--- src/rtl/counter_ctrl.sv ---
// counter_ctrl: button front-end for the cascaded 8-bit counter.
// Synchronises, debounces and edge-detects the run and load buttons.
// A small FSM turns the presses into a run/stop level and one-cycle load strobes.
// All outputs are registered.
// Optional feature: define AUTO_STOP_EN to stop a running counter when top_carry is sampled high.
module counter_ctrl #(
    parameter int DATA_W   = 8,
    parameter int DEBOUNCE = 16,
    parameter int DB_W     = 5
) (
    input  logic              clock,
    input  logic              clear,
    input  logic              btn_run,
    input  logic              btn_load,
    input  logic [DATA_W-1:0] sw_data,
    input  logic              top_carry,
    output logic              start_stop,
    output logic              load,
    output logic [DATA_W-1:0] data,
    output logic [1:0]        state
);

    typedef enum logic [1:0] {
        IDLE   = 2'b00,
        RUN    = 2'b01,
        LOAD   = 2'b10,
        UNUSED = 2'b11
    } state_t;

    localparam logic [DB_W-1:0] DB_LAST = DB_W'(DEBOUNCE - 1);

    // Bit 0 carries the run button and bit 1 carries the load button.
    logic [1:0]           raw;
    logic [1:0]           s1_q, s2_q;
    logic [1:0]           db_q, db_d, dbd_q;
    logic [1:0][DB_W-1:0] cnt_q, cnt_d;
    logic [1:0]           press;
    logic                 run_press, load_press;

    state_t               state_q, state_d;
    logic                 start_stop_q, load_q;
    logic [DATA_W-1:0]    data_q;

    assign raw = {btn_load, btn_run};

    // Two-flop synchroniser for the asynchronous buttons
    always_ff @(posedge clock or posedge clear) begin
        if (clear) begin
            s1_q <= '0;
            s2_q <= '0;
        end else begin
            s1_q <= raw;
            s2_q <= s1_q;
        end
    end

    // Debounce: the level flips only after DEBOUNCE consecutive mismatching cycles
    always_comb begin
        db_d  = db_q;
        cnt_d = '0;
        for (int unsigned i = 0; i < 2; i++) begin
            if (s2_q[i] != db_q[i]) begin
                if (cnt_q[i] == DB_LAST) begin
                    db_d[i] = s2_q[i];
                end else begin
                    cnt_d[i] = cnt_q[i] + DB_W'(1);
                end
            end
        end
    end

    // Debounce state plus one-cycle history for rising-edge detection
    always_ff @(posedge clock or posedge clear) begin
        if (clear) begin
            db_q  <= '0;
            dbd_q <= '0;
            cnt_q <= '0;
        end else begin
            db_q  <= db_d;
            dbd_q <= db_q;
            cnt_q <= cnt_d;
        end
    end

    assign press      = db_q & ~dbd_q;
    assign run_press  = press[0];
    assign load_press = press[1];

    // Next-state logic; a load press wins over a coincident run press
    always_comb begin
        state_d = IDLE;
        case (state_q)
            IDLE: begin
                if (load_press) begin
                    state_d = LOAD;
                end else if (run_press) begin
                    state_d = RUN;
                end else begin
                    state_d = IDLE;
                end
            end
            RUN: begin
                if (load_press) begin
                    state_d = LOAD;
`ifdef AUTO_STOP_EN
                end else if (top_carry) begin
                    state_d = IDLE;
`endif
                end else if (run_press) begin
                    state_d = IDLE;
                end else begin
                    state_d = RUN;
                end
            end
            default: state_d = IDLE;
        endcase
    end

`ifndef AUTO_STOP_EN
    logic carry_unused;
    assign carry_unused = top_carry;
`endif

    // State register; outputs are decoded from the next state so they align with state
    always_ff @(posedge clock or posedge clear) begin
        if (clear) begin
            state_q      <= IDLE;
            start_stop_q <= 1'b0;
            load_q       <= 1'b0;
            data_q       <= '0;
        end else begin
            state_q      <= state_d;
            start_stop_q <= (state_d == RUN);
            load_q       <= (state_d == LOAD);
            if (state_d == LOAD) begin
                data_q <= sw_data;
            end
        end
    end

    assign start_stop = start_stop_q;
    assign load       = load_q;
    assign data       = data_q;
    assign state      = state_q;

endmodule

--- config.mk ---
export PLATFORM = sky130hd
export DESIGN_NAME = counter_ctrl
export DESIGN_NICKNAME = d
export VERILOG_FILES = /design/src/rtl/counter_ctrl.sv
export SDC_FILE = /design/constraint.sdc
export NUM_CORES = 1
export LEC_CHECK = 0
export CORE_UTILIZATION = 44
export CTS_CLUSTER_DIAMETER = 120
export CTS_CLUSTER_SIZE = 28
export DETAILED_ROUTE_END_ITERATION = 10
export PLACE_DENSITY = 0.85
export SLEW_MARGIN = 40
export SYNTH_ARGS = -nofsm -noshare
export SYNTH_HDL_FRONTEND = slang
export SYNTH_SLANG_ARGS = --single-unit
--- constraint.sdc ---
create_clock -name clock -period 1.15 [get_ports clock]
set_input_delay 0.2875 -clock clock [delete_from_list [all_inputs] [get_ports clock]]
set_output_delay 0.2875 -clock clock [all_outputs]
set_load 0.1 [all_outputs]
Yosys cells after proc, flatten, opt, wreduce, memory -nomap -nowiden --
Index checks and enable logic that the tools add are counted.
Word-level totals: flip-flop bits (word level) 30, input bits 13, output and inout port bits 12, logic and storage cells 34
Operators by class: add/sub/neg operators 2, equal/unequal tests 7, multiplexer cells 9, bitwise operators 2, reductions and logical operators 3
Operators with widths (number):
- 5-bit 2-to-1 mux | 4
- 5-bit by 1-bit adder with 5-bit output, second input constant | 2
- 5-bit by 4-bit equality test with 1-bit output, second input constant | 2
- 2-bit by 1-bit equality test with 1-bit output, second input constant | 2
- 2-bit 2-to-1 mux | 2
- 2-bit case mux with 2 select lines | 1
- 2-bit AND reduction | 2
- 2-bit AND | 1
- 2-bit equality test, second input constant | 1
- 2-bit logical NOT | 1
- 1-bit 2-to-1 mux | 2
- 1-bit != test | 2
- 2-bit NOT | 1

Longest topological paths before layout --
Gate-level depths: netlist of the first run.
word-level depth 6, mapped depth 4, depth with buffers taken out 4

Worst setup path before layout of the first run --
No wires, ideal clock.
path kind register to register, start register state_q[1] (netlist: state[1]), end register data_q[0] (netlist: data[0]), setup time 126 ps, arrival time 1521 ps, data required time 1024 ps, slack -498 ps, stages on the path, launching flop included 4, path buffers 1, clock period less this slack 1648 ps, path through dfrtp_1 -> nor2b_4 -> buf_12 -> mux2_4
Between the ends: cells in the longest elaborated chain, start to end 3, elaborated cells on any way between the ends 4, those cells by class eq/ne (2); mux (1); reduce/logical (1)
RTL lines:
- start, declared | RTL line 40 | state_t state_q, state_d;
- start signal, assigned | RTL line 132 | state_q <= state_d;
- 2-bit by 1-bit equality test with 1-bit output or 2-bit logical NOT (tied branches) | RTL line 92 | case (state_q)
- 2-bit case mux with 2 select lines * | RTL line 92
- named net state_d[1] | RTL line 40
- 2-bit equality test * | RTL line 135 | if (state_d == LOAD) begin
- end signal, assigned | RTL line 136 | data_q <= sw_data;
- end, declared | RTL line 42 | logic [DATA_W-1:0] data_q;
The timed path passes the listed nets; every way through them passes the cells marked *. A chain may end at the register's enable or synchronous reset.

Worst setup path in the final report of the first run --
start register state_q[1] (netlist: state[1]), end output state[1]
RTL lines:
- end, declared | RTL line 20 | output logic [1:0] state
No word-level cell between the ends.

==> results.yml, run 1 <==
timing:
  totalNegativeSetupSlack_ns: -2.695
  hold_violations: 0
  rsz0062_at_grt: "yes"
  timing.final.ws_setup_ns: -0.2534
  fin_crit_ns: 1.403
  fin_skew_ns: 0.008581
  worst_pin_slew_ns: 0.2677
  setup_viol: 24
  slew_viol_final: 0
  finalCritPeriodShare_pct: 122.0
  timing.fmax_mhz: 712.5
  slew_headroom_pct: 82.14
grt:
  grtUsageTotal_pct: 20.96
  grt_pass1_wl_mm: 3.788
  grt_max_degree: 31
  overflow: 0
  grt_antenna_before_repair: 0
  first_global_vias: 829
placement:
  dp_slack_ns: -0.09656
  place_congestion: 0.6853
  portBuffers: 23
  dpl.hpwl_mm: 1.571
final_layout:
  syn_to_final_growth_pct: 60.44
  fillers: 147
  drive_above_1_share_pct: 50.00
  nNetsFinal: 140
  final_common_cell: "dfrtp_1"
  diodes: 0
  final_core_util_pct: 74.14
  final_cell_mix: "dfrtp_1, buf_12, buf_4"
status:
  violations: "negative setup slack"
  status: "finished, violations left"
drt:
  drc: 0
  vias: 762
  vias_per_cell: 4.885
  wire_per_inst_microns: 16.83
  totalWireLength_mm: 2.625
  dr.first_iter.drc_count: 2
  drt-pass1-iter-count: 3
  ant_nets: 0
die:
  fp.dieArea_sq_um: 2810
  dieHeight_microns: 53.01
  start_util_pct: 46.21
  dieWidth_microns: 53.01
  boundaryPins: 25
  core_area_sq_um: 2477
  num_rows: 18
logic_synthesis:
  synth_warnings: 0
  synth-seq-cells: 30
  async_flop_share_pct: 100.0
  syn-num-nets: 91
  yosysUniqueCellTypes: 16
  yosysSeqAreaShare_pct: 65.57
  synth_edf_count: 0
  syn_inst: 76
  synthFlopType: "dfrtp_1"
  synth.cell_area_sq_um: 1145
  syn_avg_cell_area_sq_um: 15.06
worst_setup_path:
  crit_path_start: "state[1]$_DFF_PP0_"
  worst_setup_path_start_kind: "flop"
  crit_path_end: "state[1]"
  crit_path_end_kind: "output port"
  critPathMaxFanout: 2
  reg2regPathDepth: 4
  arrival_ns: 1.12
  critPathRequiredTime_ns: 0.86
  crit-reg2reg-capture: "data[0]$_DFFE_PP0N_"
  reg2reg_slack_ns: -0.19
  worstReg2RegStart: "state[1]$_DFF_PP0_"
  critical_path_class: "flop to output port"
clock_tree:
  cts_made_buffers: 5
  clkLatencyLatePin_ns: 0.34
  numClockSinks: 30
  clk_pin_slew_ns: 0.09
  cts_root_buf: "clkbuf_4"
  clockBufferDepth: 2
  htree_levels: 2
  cts_tree: "built"
job:
  drv_cap: 0
pwr:
  peakVddDrop_mv: 0.9255
  p_total_mw: 1.910
  leakagePower_nw: 0.8741
  powerDensity_nw_per_um2: 1040
hold_path:
  hold_path.class: "input port to asynchronous set/reset pin"
cell type report:
type / count / area [sq um] / share of cell area (%)
inverter: 2 / 7.507 / 0.4087
timing repair buffer: 43 / 540.5 / 29.43
multi-input combinational: 43 / 444.2 / 24.18
clock buffer: 8 / 48.80 / 2.657
tap: 30 / 37.54 / 2.044
sequential: 30 / 758.2 / 41.28
how the worst min path moves through the flow:
stage / cells past startpoint / slack, ns / end / start
4_1_cts: 3 / 0.29 / cnt_q[1]$_DFF_PP0_ / clear
5_1_grt: 3 / 0.29 / cnt_q[8]$_DFF_PP0_ / clear
3_3_place_gp: 0 / 0.33 / s2_q[1]$_DFF_PP0_ / s1_q[1]$_DFF_PP0_
2_1_floorplan: 0 / 0.32 / s1_q[0]$_DFF_PP0_ / btn_run
3_5_place_dp: 0 / 0.34 / s2_q[1]$_DFF_PP0_ / s1_q[1]$_DFF_PP0_
6_report: 3 / 0.29 / state[0]$_DFF_PP0_ / clear
per-layer routing:
metal	part of all wire (%)	global-route usage, %	vias to the layer above
li1	-	-	345
met5	0	0	-
met3	5.9	11.21	11
met2	50	34.18	32
met4	3.8	10.53	0
met1	40	21.70	374
power by group:
group	internal (mW)	total [mW]	switching [mW]
clock network	0.243	0.591	0.348
registers	1.08	1.11	0.0274
logic	0.106	0.208	0.101
critical path, stage by stage (launching register included):
cell and delay (ns):
dfrtp_4 0.49, buf_6 0.13, buf_12 0.15
metrics by stage:
step	cell area [sq um]	hold slack (ns)	cells
2_1_floorplan	1167	0.3189	76
3_3_place_gp	1628	0.3332	137
3_5_place_dp	1628	0.3364	137
4_1_cts	1745	0.2894	152
5_1_grt	1837	0.2937	156
6_report	1837	0.2905	156
kinds of logic (layout without fill, tap and decap cells):
family | after synthesis | in the layout | synth area share, %
AOI/OAI and AO/OA | 2 | 2 | 0.8744
xor gates and xnor gates | 7 | 7 | 5.355
adders and majority gates | 2 | 2 | 2.185
buffers and inverters | 3 | 53 | 2.405
DFF | 30 | 30 | 65.57
muxes | 10 | 10 | 12.46
and+or+nand+nor | 22 | 22 | 11.15
state kept, by name, summed over array words and instances, names as in the netlist:
name	flops
cnt_q	10
dbd_q	2
data	8
db_q	2
s1_q	2
load	1
s2_q	2
start_stop	1
state	2
cells in the mapped netlist (all sizes together) (2+ instances only):
master   n  area [sq um]
and2     3         18.77
and3     2         12.51
dfrtp   30         750.7
ha       2         25.02
inv      2         7.510
mux2    10         142.6
nand3    4         20.02
nor2     7         26.28
nor2b    4         40.04
nor3     2         10.01
o21ai    2         10.01
xor2     6         52.55
timing repair:
item,4_1_cts,5_1_grt
setup endpoints to repair,22,28
gates resized for setup,5,11
buffers inserted,7,4
pin swaps,4,2
hold buffers,0,0
(Power assumes the default switching activity.)
==> run 2: changes to the inputs <==
ABC_AREA = 1   (was unset)
PLACE_DENSITY = 0.84   (was 0.85)
==> run 2 against run 1 <==
  * Highest routed layer unchanged
  * Combinational power is 12% higher
  * Global-route usage is 0.45 points lower
  * Clock-buffer cell count is 1 lower
  * Critical endpoint unchanged
  * Die area is 1.9% higher
  * Sequential share of layout area is 3.4 points higher
  * Clock power is 49% higher
  * First-iteration DRC count grew to 3.0 times the previous value
  * Total power is 17% higher
  * Register-to-register slack better by 0.22 ns
  * Fmax is 9.0% higher
  * The flow still finishes with violations (negative setup slack)
  * Sequential power hardly changed
  * Via count is 20% higher
==> results.yml, run 2 <==
status:
  status: "finished, violations left"
  violations: "negative setup slack"
pwr:
  switchingPower_mw: 0.5225
  leakagePower_nw: 0.8362
  swShare_pct: 23.40
  seqPwrFrac_pct: 50.2
  intPower_mw: 1.711
  p_clk_share_pct: 39.3
  comb_power_share_pct: 10.4
  peakVddDrop_mv: 1.025
  powerDensity_nw_per_um2: 1299
final_layout:
  syn_to_final_growth_pct: 47.27
  drive_above_1_share_pct: 29.56
  stdcell_area_sq_um: 1719
  final_cell_mix: "nand2_1, dfrtp_1, nor2_1"
  largest_reg_flops: 10
  nNetsFinal: 173
  final_common_cell: "nand2_1"
  top_register: "cnt_q"
  diodes: 0
  finalNonFillerCells: 189
drt:
  vias: 911
  drt-pass1-iter-count: 4
  wire_per_inst_microns: 13.17
  totalWireLength_mm: 2.490
  drc: 0
  vias_per_cell: 4.820
  ant_nets: 0
  dr.first_iter.drc_count: 6
grt:
  first_global_vias: 945
  grt_antenna_before_repair: 0
  overflow: 0
  grt_max_degree: 31
  grt_pass1_wl_mm: 3.946
  grtUsageTotal_pct: 20.51
timing:
  finalCritPeriodShare_pct: 112.0
  hold_violations: 0
  slew_viol_final: 0
  fin_crit_ns: 1.287
  fin_skew_ns: 0.01049
  rsz0062_at_grt: "yes"
  worst_pin_slew_ns: 0.2020
  setup_viol: 12
  timing.fmax_mhz: 776.7
  timing.final.ws_setup_ns: -0.1375
  slew_headroom_pct: 86.53
worst_setup_path:
  critPathMaxFanout: 2
  arrival_ns: 1.00
  critical_path.slowest_cell: "dfrtp_4"
  cp_slowest_stage_delay_ns: 0.50
  critPathBufInv: 1
  crit_path_end_kind: "output port"
  path_cells: "buf_12"
  worst_setup_path_start_kind: "flop"
  critical_path_class: "flop to output port"
  crit_family: "flip-flops"
  critPathRequiredTime_ns: 0.86
die:
  dieHeight_microns: 53.51
  start_util_pct: 46.70
  fp.dieArea_sq_um: 2863
  core_area_sq_um: 2500
  num_rows: 18
  boundaryPins: 25
  dieWidth_microns: 53.51
logic_synthesis:
  synth_common_cells: "nand2_1, dfrtp_1, nor2_1"
  yosysUniqueCellTypes: 14
  synth_area_leader_cell: "dfrtp_1"
  synth.top_cell.area_share_pct: 64.31
  syn_inst: 123
  synth.most_common_cell: "nand2_1"
  synth-seq-cells: 30
  synthFlopType: "dfrtp_1"
  synthTopCellsByArea: "dfrtp_1, nand2_1, nor2_1"
  syn-num-nets: 138
  syn_avg_cell_area_sq_um: 9.491
  async_flop_share_pct: 100.0
  synth_warnings: 0
  yosysSeqAreaShare_pct: 64.31
  synth_edf_count: 0
  synth.cell_area_sq_um: 1167
placement:
  dpl-instance-area_sq_um: 1593
  dp_cells: 177
  dpl.hpwl_mm: 1.659
  portBuffers: 23
  place_congestion: 0.7305
clock_tree:
  numClockSinks: 30
  cts_root_buf: "clkbuf_4"
  cts_made_buffers: 5
  clkLatencyLatePin_ns: 0.33
  htree_levels: 2
  cts_tree: "built"
  clk_pin_slew_ns: 0.10
  clockBufferDepth: 2
job:
  drv_cap: 0
hold_path:
  hold_path.class: "input port to asynchronous set/reset pin"
==> run 2: changes by cell type in the layout (fill, tap and decap cells not counted), sizes merged, moves of 6 or more <==
cell   before  now
nand2       0   47
buf        32   16
inv         2   15
mux2       10    0
nor2        7   16
xor2        6    0
==> run 2: logic make-up (layout without fill, tap and decap cells) <==
kind of cell    count (synthesis)  after routing  share of synthesized area (%)
xor+xnor                        2              2                          1.501
compound gates                  2              2                          1.072
fa+ha+maj                       2              2                          2.143
flops                          30             30                          64.31
buf+inv                        16             52                          5.574
simple gates                   71             71                          25.40
==> run 2: per-stage QoR <==
stage                     hold slack [ns]  worst slack [ns]  setup TNS, ns  utilization (%)  power, mW
final                              0.2851           -0.1375        -0.9152            68.77      2.233
after detailed placement           0.3621           0.07997              0            63.71      1.368
after global routing               0.2932           -0.1826         -1.501            68.77      2.331
after floorplan                    0.3189           0.04294              0                -      1.256
after CTS                          0.2833           -0.1489         -1.067            67.72      2.240
after global placement             0.3325            0.1495              0            63.71      1.355
==> run 2: final cells by class <==
cell class | instances | area (sq um)
multi-input cells | 77 | 365.4
inverters | 16 | 65.06
fillers | 181 | 780.7
repair inverters | 1 | 5.005
clock inverters | 1 | 30.03
repair buffers | 27 | 392.9
well taps | 30 | 37.54
clock buffers | 7 | 55.05
flip-flops and latches | 30 | 768.2
==> run 2: worst paths after layout <==
check	from	end	slack, ns	cells after the start
max	state[1]$_DFF_PP0_	state[1]	-0.14	1
min reg2reg	s1_q[0]$_DFF_PP0_	s2_q[0]$_DFF_PP0_	0.38	0
max reg2reg	cnt_q[5]$_DFF_PP0_	cnt_q[5]$_DFF_PP0_	0.03	4
min	clear	cnt_q[4]$_DFF_PP0_	0.29	3
max in group asynchronous	clear	state[1]$_DFF_PP0_	0.69	3
min in group clock	s1_q[0]$_DFF_PP0_	s2_q[0]$_DFF_PP0_	0.38	0
==> run 2: worst register-to-register path: stages, from the launching register on <==
cell,delay [ns]
dfrtp_1,0.41
ha_2,0.23
nand4_1,0.15
nand2_1,0.16
nor2_1,0.06
==> run 2: repair_timing <==
action	CTS	global route
gates cloned	0	1
buffers inserted	2	1
pin swaps	0	0
hold buffers	0	0
endpoints found under the setup margin	12	20
resized for setup	0	3
==> run 2: metal layers <==
layer	track usage (%)	wire [microns]	vias to the layer above
met5	0	0	-
met4	12.72	33	0
met3	6.609	148	4
met2	34.17	1306	27
met1	22.45	1002	439
li1	-	-	441
==> run 2: power groups by stage <==
stage	clock [mW]	combinational, mW	sequential (mW)
after floorplan	0	0.0618	1.19
after global placement	0	0.217	1.14
after detailed placement	0	0.225	1.14
after CTS	0.891	0.228	1.12
after global routing	0.954	0.251	1.13
final	0.878	0.233	1.12
==> run 3: changes to the inputs <==
SETUP_SLACK_MARGIN = 0.3   (was unset)
clock period = 1.14 ns   (was 1.15 ns; I/O delays follow)
==> run 3 against run 2 <==
  * The flow still finishes with violations (negative setup slack)
  * Sequential power barely moved
  * Die area did not move
  * Clock-buffer cell count up 1
  * Wire length rose by 47%
  * Clock power shrank 8.7%
  * Total power is 1.1% higher
  * Cell area grew 18%
  * Clock skew grew 0.0043 ns
  * First-iteration DRC count rose to 6.5 times the previous value
  * Critical path depth unchanged
  * Critical endpoint is now data[5]
  * Largest cell class unchanged
==> results.yml, run 3 (synthesized netlist as in run 2, its figures left out) <==
placement:
  place_congestion: 0.7595
  dpl.hpwl_mm: 1.580
  dp_slack_ns: 0.1089
  portBuffers: 23
timing:
  fin_crit_ns: 1.329
  setup_viol: 22
  timing.fmax_mhz: 752.7
  rsz0062_at_grt: "yes"
  hold_ws_ns: 0.2274
  slew_viol_final: 0
  fin_skew_ns: 0.01483
  timing.final.ws_setup_ns: -0.1886
  slew_headroom_pct: 78.55
  hold_violations: 0
  totalNegativeSetupSlack_ns: -2.358
  finalCritPeriodShare_pct: 116.5
  worst_pin_slew_ns: 0.3217
final_layout:
  diodes: 0
  top_register: "cnt_q"
  final_cell_mix: "nand2_1, dfrtp_1, nand2_2"
  multi_input_area_sq_um: 545.5
  syn_to_final_growth_pct: 74.49
  final_common_cell: "nand2_1"
  fillers: 103
  seq_area_sq_um: 795.8
  nNetsFinal: 183
  drive_above_1_share_pct: 55.03
  largest_reg_flops: 10
drt:
  totalWireLength_mm: 3.657
  vias: 1025
  ant_nets: 0
  wire_per_inst_microns: 18.38
  drc: 0
  dr.first_iter.drc_count: 39
  vias_per_cell: 5.151
  drt-pass1-iter-count: 4
clock_tree:
  numClockSinks: 30
  cts_root_buf: "clkbuf_4"
  clkLatencyLatePin_ns: 0.34
  htree_levels: 2
  clk_pin_slew_ns: 0.10
  cts_made_buffers: 5
  cts_tree: "built"
  clockBufferDepth: 2
worst_setup_path:
  critPathRequiredTime_ns: 0.85
  crit_family: "flip-flops"
  crit-reg2reg-capture: "data[2]$_DFFE_PP0N_"
  critPathMaxFanout: 2
  reg2reg_slack_ns: -0.07
  worst_setup_path_start_kind: "flop"
  worstReg2RegStart: "state[1]$_DFF_PP0_"
  critPathBufInv: 1
  critical_path_class: "flop to output port"
  arrival_ns: 1.04
  crit_path_end_kind: "output port"
  path_cells: "buf_12"
  reg2regPathDepth: 7
  crit_cells: 1
  critical_path.slowest_cell: "dfrtp_4"
  cp_slowest_stage_delay_ns: 0.52
die:
  start_util_pct: 46.70
  fp.dieArea_sq_um: 2863
  boundaryPins: 25
  core_area_sq_um: 2500
  dieHeight_microns: 53.51
  dieWidth_microns: 53.51
  num_rows: 18
grt:
  grt_antenna_before_repair: 0
  first_global_vias: 1084
  grt_max_degree: 25
  grt_pass1_wl_mm: 5.271
  overflow: 0
  grtUsageTotal_pct: 28.44
job:
  drv_cap: 0
pwr:
  powerDensity_nw_per_um2: 1108
  leakagePower_nw: 0.9564
  peakVddDrop_mv: 1.094
hold_path:
  hold_path.class: "input port to asynchronous set/reset pin"
status:
  violations: "negative setup slack"
  status: "finished, violations left"
==> run 3: cell types whose count changed in the layout (fill, tap and decap cells not counted), sizes merged <==
cell,change
clkinvlp,+1
inv,-1
bufinv,-1
buf,+9
clkbuf,+1
nand2,+1
==> run 3: layout make-up <==
cell class              instances  share of cell area, %
repair buffers                 36                  23.53
well taps                      30                  1.843
flip-flops and latches         30                  39.07
repair inverters                1                 0.7985
inverters                      16                  4.115
multi-input cells              78                  26.78
clock buffers                   8                  3.870
==> run 3: what timing repair did <==
item,4_1_cts,5_1_grt
endpoints found under the hold margin,0,0
hold buffers,0,0
gates resized for setup,22,32
setup buffers,9,3
endpoints found under the setup margin,36,36
cloned,2,0
pin swaps,11,13
==> run 3: per-stage QoR <==
stage | power (mW) | util, % | area, sq um | instances
after floorplan | 1.282 | - | 1241 | 123
after global placement | 1.381 | 65.97 | 1649 | 177
after detailed placement | 1.394 | 65.97 | 1649 | 177
after CTS | 2.189 | 76.13 | 1903 | 196
after global routing | 2.335 | 81.48 | 2037 | 199
final | 2.257 | 81.48 | 2037 | 199
==> run 3: per-layer routing <==
| layer | track usage, % | wire (microns) | part of all wire, % |
|---|---|---|---|
| met1 | 33.64 | 1512 | 41 |
| met2 | 47.08 | 1876 | 51 |
| met3 | 10.06 | 208 | 5.7 |
| met4 | 10.96 | 60 | 1.6 |
| met5 | 0 | 0 | 0 |
==> run 3: where the power goes <==
part / internal [mW] / switching [mW]
Clock: 0.421 / 0.381
Sequential: 1.10 / 0.0436
Combinational: 0.140 / 0.170
==> run 3: worst max-delay path by stage <==
stage,start,to,slack [ns]
6_report,data[5]$_DFFE_PP0N_,data[5],-0.19
5_1_grt,data[5]$_DFFE_PP0N_,data[5],-0.21
4_1_cts,data[3]$_DFFE_PP0N_,data[3],-0.16
3_5_place_dp,db_q[1]$_DFFE_PP0P_,data[3]$_DFFE_PP0N_,0.11
3_3_place_gp,db_q[1]$_DFFE_PP0P_,data[6]$_DFFE_PP0N_,0.14
2_1_floorplan,state[1]$_DFF_PP0_,data[0]$_DFFE_PP0N_,0.05
